===== src/rtl/pipeline_ctrl_if.sv =====
// Control bus between the RV32I pipeline datapath and its hazard/sequencing controller.
// The master side is the controller; the slave side is the datapath (decoder, PC, stage regs).
interface pipeline_ctrl_if #(
   parameter int CNT_W = 32
);
   logic             imem_valid;
   logic [4:0]       id_rs1_addr;
   logic [4:0]       id_rs2_addr;
   logic [4:0]       id_rd_addr;
   logic             id_use_rs1;
   logic             id_use_rs2;
   logic             id_rf_wen;
   logic             id_is_load;
   logic             ex_redirect;
   logic             dmem_busy;

   logic             pc_en;
   logic             pc_redirect;
   logic             if_id_en;
   logic             id_valid;
   logic             ex_valid;
   logic             mem_valid;
   logic             wb_valid;
   logic [1:0]       fwd_rs1;
   logic [1:0]       fwd_rs2;
   logic             stall_load_use;
   logic [CNT_W-1:0] instret;

   modport master (
      input  imem_valid, id_rs1_addr, id_rs2_addr, id_rd_addr,
             id_use_rs1, id_use_rs2, id_rf_wen, id_is_load,
             ex_redirect, dmem_busy,
      output pc_en, pc_redirect, if_id_en,
             id_valid, ex_valid, mem_valid, wb_valid,
             fwd_rs1, fwd_rs2, stall_load_use, instret
   );

   modport slave (
      output imem_valid, id_rs1_addr, id_rs2_addr, id_rd_addr,
             id_use_rs1, id_use_rs2, id_rf_wen, id_is_load,
             ex_redirect, dmem_busy,
      input  pc_en, pc_redirect, if_id_en,
             id_valid, ex_valid, mem_valid, wb_valid,
             fwd_rs1, fwd_rs2, stall_load_use, instret
   );
endinterface


===== src/rtl/pipeline_ctrl.sv =====
// Hazard/sequencing controller for a 5-stage RV32I pipeline: stage valids, load-use
// stall, branch flush, EX operand forwarding selects and the retired-instruction counter.
module pipeline_ctrl #(
   parameter int CNT_W = 32
) (
   input  logic                 clk,
   input  logic                 rst_n,
   pipeline_ctrl_if.master      bus
);

   localparam int ID  = 0;
   localparam int EX  = 1;
   localparam int MEM = 2;
   localparam int WB  = 3;

   localparam logic [1:0] FWD_RF  = 2'b00;
   localparam logic [1:0] FWD_MEM = 2'b01;
   localparam logic [1:0] FWD_WB  = 2'b10;

   // EX needs source info for forwarding; MEM/WB only need to describe their write
   typedef struct packed {
      logic [4:0] rd;
      logic [4:0] rs1;
      logic [4:0] rs2;
      logic       use_rs1;
      logic       use_rs2;
      logic       rf_wen;
      logic       is_load;
   } ex_sh_t;

   typedef struct packed {
      logic [4:0] rd;
      logic       rf_wen;
   } dst_t;

   logic [3:0]       r_vld;
   ex_sh_t           r_ex;
   dst_t             r_mem;
   dst_t             r_wb;
   logic [CNT_W-1:0] r_instret;

   ex_sh_t w_id;
   logic   w_adv;
   logic   w_redirect;
   logic   w_load_use;
   logic   w_mem_wr;
   logic   w_wb_wr;
   logic   w_hit_rs1;
   logic   w_hit_rs2;

   function automatic logic [1:0] fwd_sel(
      input logic       use_rs,
      input logic [4:0] rs,
      input logic       mem_wr,
      input logic [4:0] mem_rd,
      input logic       wb_wr,
      input logic [4:0] wb_rd
   );
      logic [1:0] sel;
      sel = FWD_RF;
      if (use_rs && mem_wr && (mem_rd == rs))
         sel = FWD_MEM;
      else if (use_rs && wb_wr && (wb_rd == rs))
         sel = FWD_WB;
      return sel;
   endfunction

   always_comb begin
      w_id         = '0;
      w_id.rd      = bus.id_rd_addr;
      w_id.rs1     = bus.id_rs1_addr;
      w_id.rs2     = bus.id_rs2_addr;
      w_id.use_rs1 = bus.id_use_rs1;
      w_id.use_rs2 = bus.id_use_rs2;
      w_id.rf_wen  = bus.id_rf_wen;
      w_id.is_load = bus.id_is_load;
   end

   // x0 writes are architecturally void, so they never count as producers
   assign w_mem_wr   = r_vld[MEM] & r_mem.rf_wen & (|r_mem.rd);
   assign w_wb_wr    = r_vld[WB]  & r_wb.rf_wen  & (|r_wb.rd);

   assign w_adv      = ~bus.dmem_busy;
   assign w_redirect = r_vld[EX] & bus.ex_redirect;

   assign w_hit_rs1  = bus.id_use_rs1 & (bus.id_rs1_addr == r_ex.rd);
   assign w_hit_rs2  = bus.id_use_rs2 & (bus.id_rs2_addr == r_ex.rd);
   assign w_load_use = r_vld[ID] & r_vld[EX] & r_ex.is_load & (|r_ex.rd)
                     & (w_hit_rs1 | w_hit_rs2);

   always_ff @(posedge clk or negedge rst_n) begin
      if (!rst_n) begin
         r_vld     <= '0;
         r_ex      <= '0;
         r_mem     <= '0;
         r_wb      <= '0;
         r_instret <= '0;
      end else if (w_adv) begin
         r_vld[WB]  <= r_vld[MEM];
         r_vld[MEM] <= r_vld[EX];
         r_vld[EX]  <= r_vld[ID] & ~w_redirect & ~w_load_use;
         // flush beats the load-use hold; a held ID keeps its instruction
         if (w_redirect)
            r_vld[ID] <= 1'b0;
         else if (!w_load_use)
            r_vld[ID] <= bus.imem_valid;

         r_wb         <= r_mem;
         r_mem.rd     <= r_ex.rd;
         r_mem.rf_wen <= r_ex.rf_wen;
         r_ex         <= w_id;

         if (r_vld[WB])
            r_instret <= r_instret + CNT_W'(1);
      end
   end

   assign bus.pc_redirect    = w_redirect;
   assign bus.pc_en          = w_adv & (w_redirect | (~w_load_use & bus.imem_valid));
   assign bus.if_id_en       = w_adv & ~w_load_use;
   assign bus.stall_load_use = w_load_use & ~w_redirect & w_adv;

   assign bus.id_valid  = r_vld[ID];
   assign bus.ex_valid  = r_vld[EX];
   assign bus.mem_valid = r_vld[MEM];
   assign bus.wb_valid  = r_vld[WB];
   assign bus.instret   = r_instret;

   assign bus.fwd_rs1 = fwd_sel(r_ex.use_rs1, r_ex.rs1, w_mem_wr, r_mem.rd, w_wb_wr, r_wb.rd);
   assign bus.fwd_rs2 = fwd_sel(r_ex.use_rs2, r_ex.rs2, w_mem_wr, r_mem.rd, w_wb_wr, r_wb.rd);

endmodule


===== src/flat_wrapper.sv =====
// flat-port wrapper written by rule: the top's interface ports become plain ports
module pipeline_ctrl_flat 
#(
   parameter int CNT_W = 32
)
  (clk, rst_n, bus_imem_valid, bus_id_rs1_addr, bus_id_rs2_addr, bus_id_rd_addr, bus_id_use_rs1, bus_id_use_rs2, bus_id_rf_wen, bus_id_is_load, bus_ex_redirect, bus_dmem_busy, bus_pc_en, bus_pc_redirect, bus_if_id_en, bus_id_valid, bus_ex_valid, bus_mem_valid, bus_wb_valid, bus_fwd_rs1, bus_fwd_rs2, bus_stall_load_use, bus_instret);
  pipeline_ctrl_if #(.CNT_W(CNT_W)) bus_i ();
  input  logic clk;
  input  logic rst_n;
  input wire logic [$bits(bus_i.imem_valid)-1:0] bus_imem_valid;
  input wire logic [$bits(bus_i.id_rs1_addr)-1:0] bus_id_rs1_addr;
  input wire logic [$bits(bus_i.id_rs2_addr)-1:0] bus_id_rs2_addr;
  input wire logic [$bits(bus_i.id_rd_addr)-1:0] bus_id_rd_addr;
  input wire logic [$bits(bus_i.id_use_rs1)-1:0] bus_id_use_rs1;
  input wire logic [$bits(bus_i.id_use_rs2)-1:0] bus_id_use_rs2;
  input wire logic [$bits(bus_i.id_rf_wen)-1:0] bus_id_rf_wen;
  input wire logic [$bits(bus_i.id_is_load)-1:0] bus_id_is_load;
  input wire logic [$bits(bus_i.ex_redirect)-1:0] bus_ex_redirect;
  input wire logic [$bits(bus_i.dmem_busy)-1:0] bus_dmem_busy;
  output wire logic [$bits(bus_i.pc_en)-1:0] bus_pc_en;
  output wire logic [$bits(bus_i.pc_redirect)-1:0] bus_pc_redirect;
  output wire logic [$bits(bus_i.if_id_en)-1:0] bus_if_id_en;
  output wire logic [$bits(bus_i.id_valid)-1:0] bus_id_valid;
  output wire logic [$bits(bus_i.ex_valid)-1:0] bus_ex_valid;
  output wire logic [$bits(bus_i.mem_valid)-1:0] bus_mem_valid;
  output wire logic [$bits(bus_i.wb_valid)-1:0] bus_wb_valid;
  output wire logic [$bits(bus_i.fwd_rs1)-1:0] bus_fwd_rs1;
  output wire logic [$bits(bus_i.fwd_rs2)-1:0] bus_fwd_rs2;
  output wire logic [$bits(bus_i.stall_load_use)-1:0] bus_stall_load_use;
  output wire logic [$bits(bus_i.instret)-1:0] bus_instret;
  assign bus_i.imem_valid = bus_imem_valid;
  assign bus_i.id_rs1_addr = bus_id_rs1_addr;
  assign bus_i.id_rs2_addr = bus_id_rs2_addr;
  assign bus_i.id_rd_addr = bus_id_rd_addr;
  assign bus_i.id_use_rs1 = bus_id_use_rs1;
  assign bus_i.id_use_rs2 = bus_id_use_rs2;
  assign bus_i.id_rf_wen = bus_id_rf_wen;
  assign bus_i.id_is_load = bus_id_is_load;
  assign bus_i.ex_redirect = bus_ex_redirect;
  assign bus_i.dmem_busy = bus_dmem_busy;
  assign bus_pc_en = bus_i.pc_en;
  assign bus_pc_redirect = bus_i.pc_redirect;
  assign bus_if_id_en = bus_i.if_id_en;
  assign bus_id_valid = bus_i.id_valid;
  assign bus_ex_valid = bus_i.ex_valid;
  assign bus_mem_valid = bus_i.mem_valid;
  assign bus_wb_valid = bus_i.wb_valid;
  assign bus_fwd_rs1 = bus_i.fwd_rs1;
  assign bus_fwd_rs2 = bus_i.fwd_rs2;
  assign bus_stall_load_use = bus_i.stall_load_use;
  assign bus_instret = bus_i.instret;
  pipeline_ctrl #(.CNT_W(CNT_W)) u_core (.clk(clk), .rst_n(rst_n), .bus(bus_i));
endmodule

===== config.mk =====
export PLATFORM = sky130hd
export DESIGN_NAME = pipeline_ctrl_flat
export DESIGN_NICKNAME = d
export VERILOG_FILES = /design/src/rtl/pipeline_ctrl_if.sv /design/src/rtl/pipeline_ctrl.sv /design/src/flat_wrapper.sv
export SDC_FILE = /design/constraint.sdc
export NUM_CORES = 1
export LEC_CHECK = 0
export ABC_AREA = 1
export CAP_MARGIN = 10
export CORE_MARGIN = 5
export CORE_UTILIZATION = 53
export DETAILED_ROUTE_END_ITERATION = 8
export GPL_ROUTABILITY_DRIVEN = 1
export PLACE_DENSITY_LB_ADDON = 0.2
export SLEW_MARGIN = 20
export SYNTH_ARGS = -nofsm -noshare
export SYNTH_HDL_FRONTEND = slang
export SYNTH_SLANG_ARGS = --single-unit

===== constraint.sdc =====
create_clock -name clk -period 2.2 [get_ports clk]
set_clock_uncertainty 0.2 [all_clocks]
set_input_delay 0.44 -clock clk [delete_from_list [all_inputs] [get_ports clk]]
set_output_delay 0.44 -clock clk [all_outputs]
set_load 0.02 [all_outputs]

# After elaboration in Yosys (flattened, before gate mapping)
# Cells that the tools add are included.
[totals] reg_bits=67 latch_bits=0 ram_bits=0 rom_bits=0 out_inout_bits=44 elab_cells=64 n_memories=0
[classes] n_addsub=1 multipliers=0 div_mod_pow=0 magnitude_cmp=0 n_eq_ne=7 n_shift=0 n_mux=6 bitwise_logic=23 n_reduce_logical=13
[ops] op="adder 32 x 1 -> 32 bit, second input constant" n=1
[ops] op="equality test 5 bit" n=6
[ops] op="AND 1 bit" n=18
[ops] op="OR reduction 5 bit" n=3
[ops] op="logical AND 1 bit" n=8
[ops] op="two-way mux 2 bit" n=4
[ops] op="AND reduction 2 bit" n=2
[ops] op="inverter 1 bit" n=3
[ops] op="two-way mux 1 bit" n=2
[ops] op="!= test 2 x 1 -> 1 bit, second input constant" n=1
[ops] op="bitwise OR 1 bit" n=2

# Logic depth before layout (Yosys ltp)
[logic_depth] depth_word=8 ltp_mapped=11 depth_no_buf=11

# Least setup slack after synthesis
# OpenSTA, ideal clock, no wires.
[synth_timing] path_type="register -> output" startpoint="register u_core.r_mem[2] in the netlist's numbering" endpoint="output port bus_fwd_rs1[1]" arrival_ns=1.678 setup_slack_ns=-0.118 stages_incl_launch_ff=6 path_buffers=0 cell_sequence="dfrtp_1 inv_1 a21oi_1 o21ai_0 nor4_1 nor2_1"
[synth_via] elab_chain_len=5 word_cells_on_any_way=6 classes_between="eq/ne (1); mux (1); bitwise (1); reduce/logical (3)"
[synth_lines] item="from (decl)" line="pipeline_ctrl.sv:38" text="dst_t r_mem;"
[synth_lines] item="OR reduction 5 bit" line="pipeline_ctrl.sv:80" text="assign w_mem_wr = r_vld[MEM] & r_mem.rf_wen & (|r_mem.rd);"
[synth_lines] item="AND 1 bit" line="pipeline_ctrl.sv:80"
[synth_lines] item="logical AND 1 bit" line="pipeline_ctrl.sv:61" text="if (use_rs && mem_wr && (mem_rd == rs))"
[synth_lines] item="logical AND 1 bit *" line="pipeline_ctrl.sv:61"
[synth_lines] item="two-way mux 2 bit *" line="pipeline_ctrl.sv:61"
[synth_lines] item="to (decl)" line="flat_wrapper.sv:27" text="output wire logic [$bits(bus_i.fwd_rs1)-1:0] bus_fwd_rs1;"
# Mark *: on every way between the ends. The rest lies on a longest branch, timed or not.

# Worst setup path after layout
[layout_timing] startpoint="input port bus_id_use_rs2" endpoint="output port bus_pc_en"
[layout_via] elab_chain_len=7
[layout_lines] item="from (decl)" line="flat_wrapper.sv:15" text="input wire logic [$bits(bus_i.id_use_rs2)-1:0] bus_id_use_rs2;"
[layout_lines] item="AND 1 bit" line="pipeline_ctrl.sv:87" text="assign w_hit_rs2 = bus.id_use_rs2 & (bus.id_rs2_addr == r_ex.rd);"
[layout_lines] item="bitwise OR 1 bit" line="pipeline_ctrl.sv:89" text="& (w_hit_rs1 | w_hit_rs2);"
[layout_lines] item="AND 1 bit" line="pipeline_ctrl.sv:89"
[layout_lines] item="inverter 1 bit" line="pipeline_ctrl.sv:119" text="assign bus.pc_en = w_adv & (w_redirect | (~w_load_use & bus.imem_valid));"
[layout_lines] item="AND 1 bit" line="pipeline_ctrl.sv:119"
[layout_lines] item="bitwise OR 1 bit" line="pipeline_ctrl.sv:119"
[layout_lines] item="AND 1 bit" line="pipeline_ctrl.sv:119"
[layout_lines] item="to (decl)" line="flat_wrapper.sv:20" text="output wire logic [$bits(bus_i.pc_en)-1:0] bus_pc_en;"
# No other way between the ends.

==> impl_metrics.env <==
export IMPL_status="finished with violations"
export IMPL_violations="setup timing"
export IMPL_area_growth_pct=41.64
export IMPL_fin_crit_ns=2.311
export IMPL_yosysMostFrequentCell="nand2_1"
export IMPL_synth_edf_count=0
export IMPL_cp_end_kind="primary output"
export IMPL_diodes=0
export IMPL_layout_drive_gt1_share_pct=20.47
export IMPL_cts_tree="done"
export IMPL_setup_slack_ns=-0.1106
export IMPL_start_kind="input pin"
export IMPL_track_usage_pct=24.91
export IMPL_ir_worst_vdd_mv=0.4537
export IMPL_hp_class="flop to flop"
export IMPL_final_setup_viol_count=8
export IMPL_tightest_slew_ns=0.3995
export IMPL_p_leak_nw=2.633
export IMPL_dp_hpwl_microns=7372
export IMPL_final_antenna_net_count=0
export IMPL_place_congestion=0.8776
export IMPL_cts_buffer_depth=2
export IMPL_layoutNonFillerInstCount=736
export IMPL_tns_ns=-0.5255
export IMPL_cp_data_required_time_ns=1.56
export IMPL_core_sq_mm=0.006832
export IMPL_start_util_pct=54.54
export IMPL_die_x_microns=93.85
export IMPL_grt_max_degree=68
export IMPL_grt_overflow=0
export IMPL_yosysWarningCount=0
export IMPL_pwr_share_clk_pct=35.9
export IMPL_hold_ws_ns=0.2903
export IMPL_worst_setup_path_type="input pin to primary output"
export IMPL_p_per_area_mw_per_mm2=641.7
export IMPL_netlist_area_sq_mm=0.003726
export IMPL_ys_ff_latch=67
export IMPL_synth_top_area_share_pct=45.00
export IMPL_regArea_sq_mm=0.001680
export IMPL_netSwitchingPower_mw=1.016
export IMPL_slew_violations=0
export IMPL_vias=3780
export IMPL_rsz0062_at_grt="yes"
export IMPL_wirelength_microns=10590
export IMPL_clk_latency_ns=0.36
export IMPL_power_frac_seq_pct=43.2
export IMPL_period_share_pct=105.0
export IMPL_first_iter_violations=186
export IMPL_grt_pass1_vias=3531
export IMPL_placedCellCount=703
export IMPL_fill_cells=535
export IMPL_p_sw_share_pct=30.01
export IMPL_die_h_microns=93.85
export IMPL_cts_made_buffers=9
export IMPL_ys_types=29
export IMPL_root_buffer="clkbuf_8"
export IMPL_grt_first_pass_wirelength_microns=17170
export IMPL_drc=0
export IMPL_syn_nets=527
export IMPL_crit_arrival_ns=1.67
export IMPL_dieArea_sq_mm=0.008807
export IMPL_path_clk_slew_ns=0.08
export IMPL_maxSlewHeadroom_pct=73.36
export IMPL_vias_per_cell=5.136
export IMPL_synth_area_leaders="dfrtp_1, nand2_1, inv_1"
export IMPL_synth_avg_cell_area_sq_um=7.422
export IMPL_p_total_mw=3.387
export IMPL_dr_pass1_iters=4
export IMPL_ios=68
export IMPL_synth_top_cell_by_area="dfrtp_1"
export IMPL_h_tree_depth=3
export IMPL_crit_fanout=2
export IMPL_rows=30
export IMPL_post_drt_wl_per_cell_microns=14.38
export IMPL_async_flop_share_pct=100.0
export IMPL_drv_cap=0
export IMPL_seq_area_frac_synth_pct=45.00
export IMPL_syn_inst=502
export IMPL_p_int_mw=2.370
export IMPL_synth_common_cells="nand2_1, dfrtp_1, inv_1, nor2_1, o21ai_0"
export IMPL_port_buffers=67
export IMPL_synth_ff_type="dfrtp_1"
export IMPL_cts_sinks=67
export IMPL_hold_viol_final=0
export IMPL_layout_nets=660
export IMPL_multi_input_area_sq_mm=0.001876
export IMPL_comb_power_share_pct=20.9
export IMPL_fmax_mhz=432.8
export IMPL_grt_antenna_before_repair=0
==> power by group through the flow <==
| stage | registers (mW) | logic (mW) | clock network [mW] |
|---|---|---|---|
| floorplan | 1.51 | 0.271 | 0 |
| global placement | 1.47 | 0.636 | 0 |
| detailed placement | 1.48 | 0.648 | 0 |
| CTS | 1.46 | 0.655 | 1.22 |
| global route | 1.48 | 0.775 | 1.29 |
| finish | 1.46 | 0.707 | 1.22 |
==> final timing paths <==
| path | from | endpoint | slack [ns] | cells after the start |
|---|---|---|---|---|
| hold reg to reg | u_core.r_ex[1] | u_core.r_ex[1] | 0.29 | 2 |
| setup reg to reg | u_core.r_ex[14] | u_core.r_vld[0] | -0.07 | 16 |
| min in group asynchronous | rst_n | u_core.r_mem[3] | 0.43 | 3 |
| setup / recovery | bus_id_use_rs2 | bus_pc_en | -0.11 | 9 |
| max in group asynchronous | rst_n | u_core.r_mem[5] | 1.05 | 3 |
| hold / removal | u_core.r_ex[1] | u_core.r_ex[1] | 0.29 | 2 |
==> routing by layer <==
| metal | GRT usage (%) | wire [microns] | share of wire (%) | up-vias |
|---|---|---|---|---|
| met5 | 0 | 0 | 0 | - |
| met2 | 37.20 | 4963 | 47 | 133 |
| met4 | 8.063 | 183 | 1.7 | 0 |
| li1 | - | - | - | 1842 |
| met3 | 4.888 | 653 | 6.2 | 18 |
| met1 | 36.26 | 4786 | 45 | 1787 |
==> logic make-up after synthesis <==
logic type / Yosys count / synth area share [%]
AOI/OAI and AO/OA: 37 / 5.003
and+or+nand+nor: 304 / 35.93
adders and majority gates: 1 / 0.3357
buffers and inverters: 63 / 6.682
xor gates and xnor gates: 30 / 7.052
DFF: 67 / 45.00
==> through the flow <==
step / util [%] / area (sq um) / setup WS, ns
2_1_floorplan: - / 3732 / 0.1402
3_3_place_gp: 70.82 / 4838 / -0.5818
3_5_place_dp: 70.82 / 4838 / -0.5929
4_1_cts: 75.02 / 5125 / -0.06208
5_1_grt: 77.25 / 5278 / -0.1937
6_report: 77.25 / 5278 / -0.1106
==> final cells by class <==
| class | instances | area share [%] |
|---|---|---|
| clock buffer | 11 | 2.869 |
| clock inverter | 5 | 1.612 |
| inverter | 55 | 4.007 |
| multi-input combinational | 372 | 35.54 |
| sequential | 67 | 31.84 |
| tap | 96 | 2.276 |
| timing repair buffer | 130 | 21.86 |
==> cells in the final DEF, fill, tap and decap left out, drive strengths merged, types with 2 or more instances in the layout <==
cell / Yosys / routed
a21oi: 3 / 3
and3: 2 / 2
buf: 1 / 70
bufinv: 0 / 2
clkbuf: 7 / 12
clkdlybuf4s50: 0 / 46
clkinv: 2 / 4
dfrtp: 67 / 67
dlygate4sd2: 0 / 11
inv: 53 / 53
nand2: 197 / 197
nand3: 19 / 19
nand3b: 5 / 5
nand4: 13 / 13
nor2: 54 / 54
nor3: 12 / 12
o21ai: 33 / 33
xnor2: 10 / 10
xor2: 20 / 20
==> timing repair <==
action                     CTS  global route
setup endpoints to repair    8            10
pin swaps                   12            13
resized for setup           58            29
hold buffers                 1             0
buffers inserted             7             9
hold endpoints to repair    67             0
==> critical path, cell delays in order <==
cell	delay (ns)
clkdlybuf4s50_1	0.48
nand2_1	0.06
nor2_1	0.11
nand3_1	0.10
nand2_2	0.11
nand3_2	0.10
nand2_2	0.10
nor2_2	0.04
buf_6	0.13
==> state kept, by name, summed over array words and instances, names as in the netlist <==
signal / count
u_core.bus.instret: 32
u_core.r_vld: 4
u_core.r_ex: 19
u_core.r_wb: 6
u_core.r_mem: 6
No activity file was read; power rests on OpenSTA's default activity.
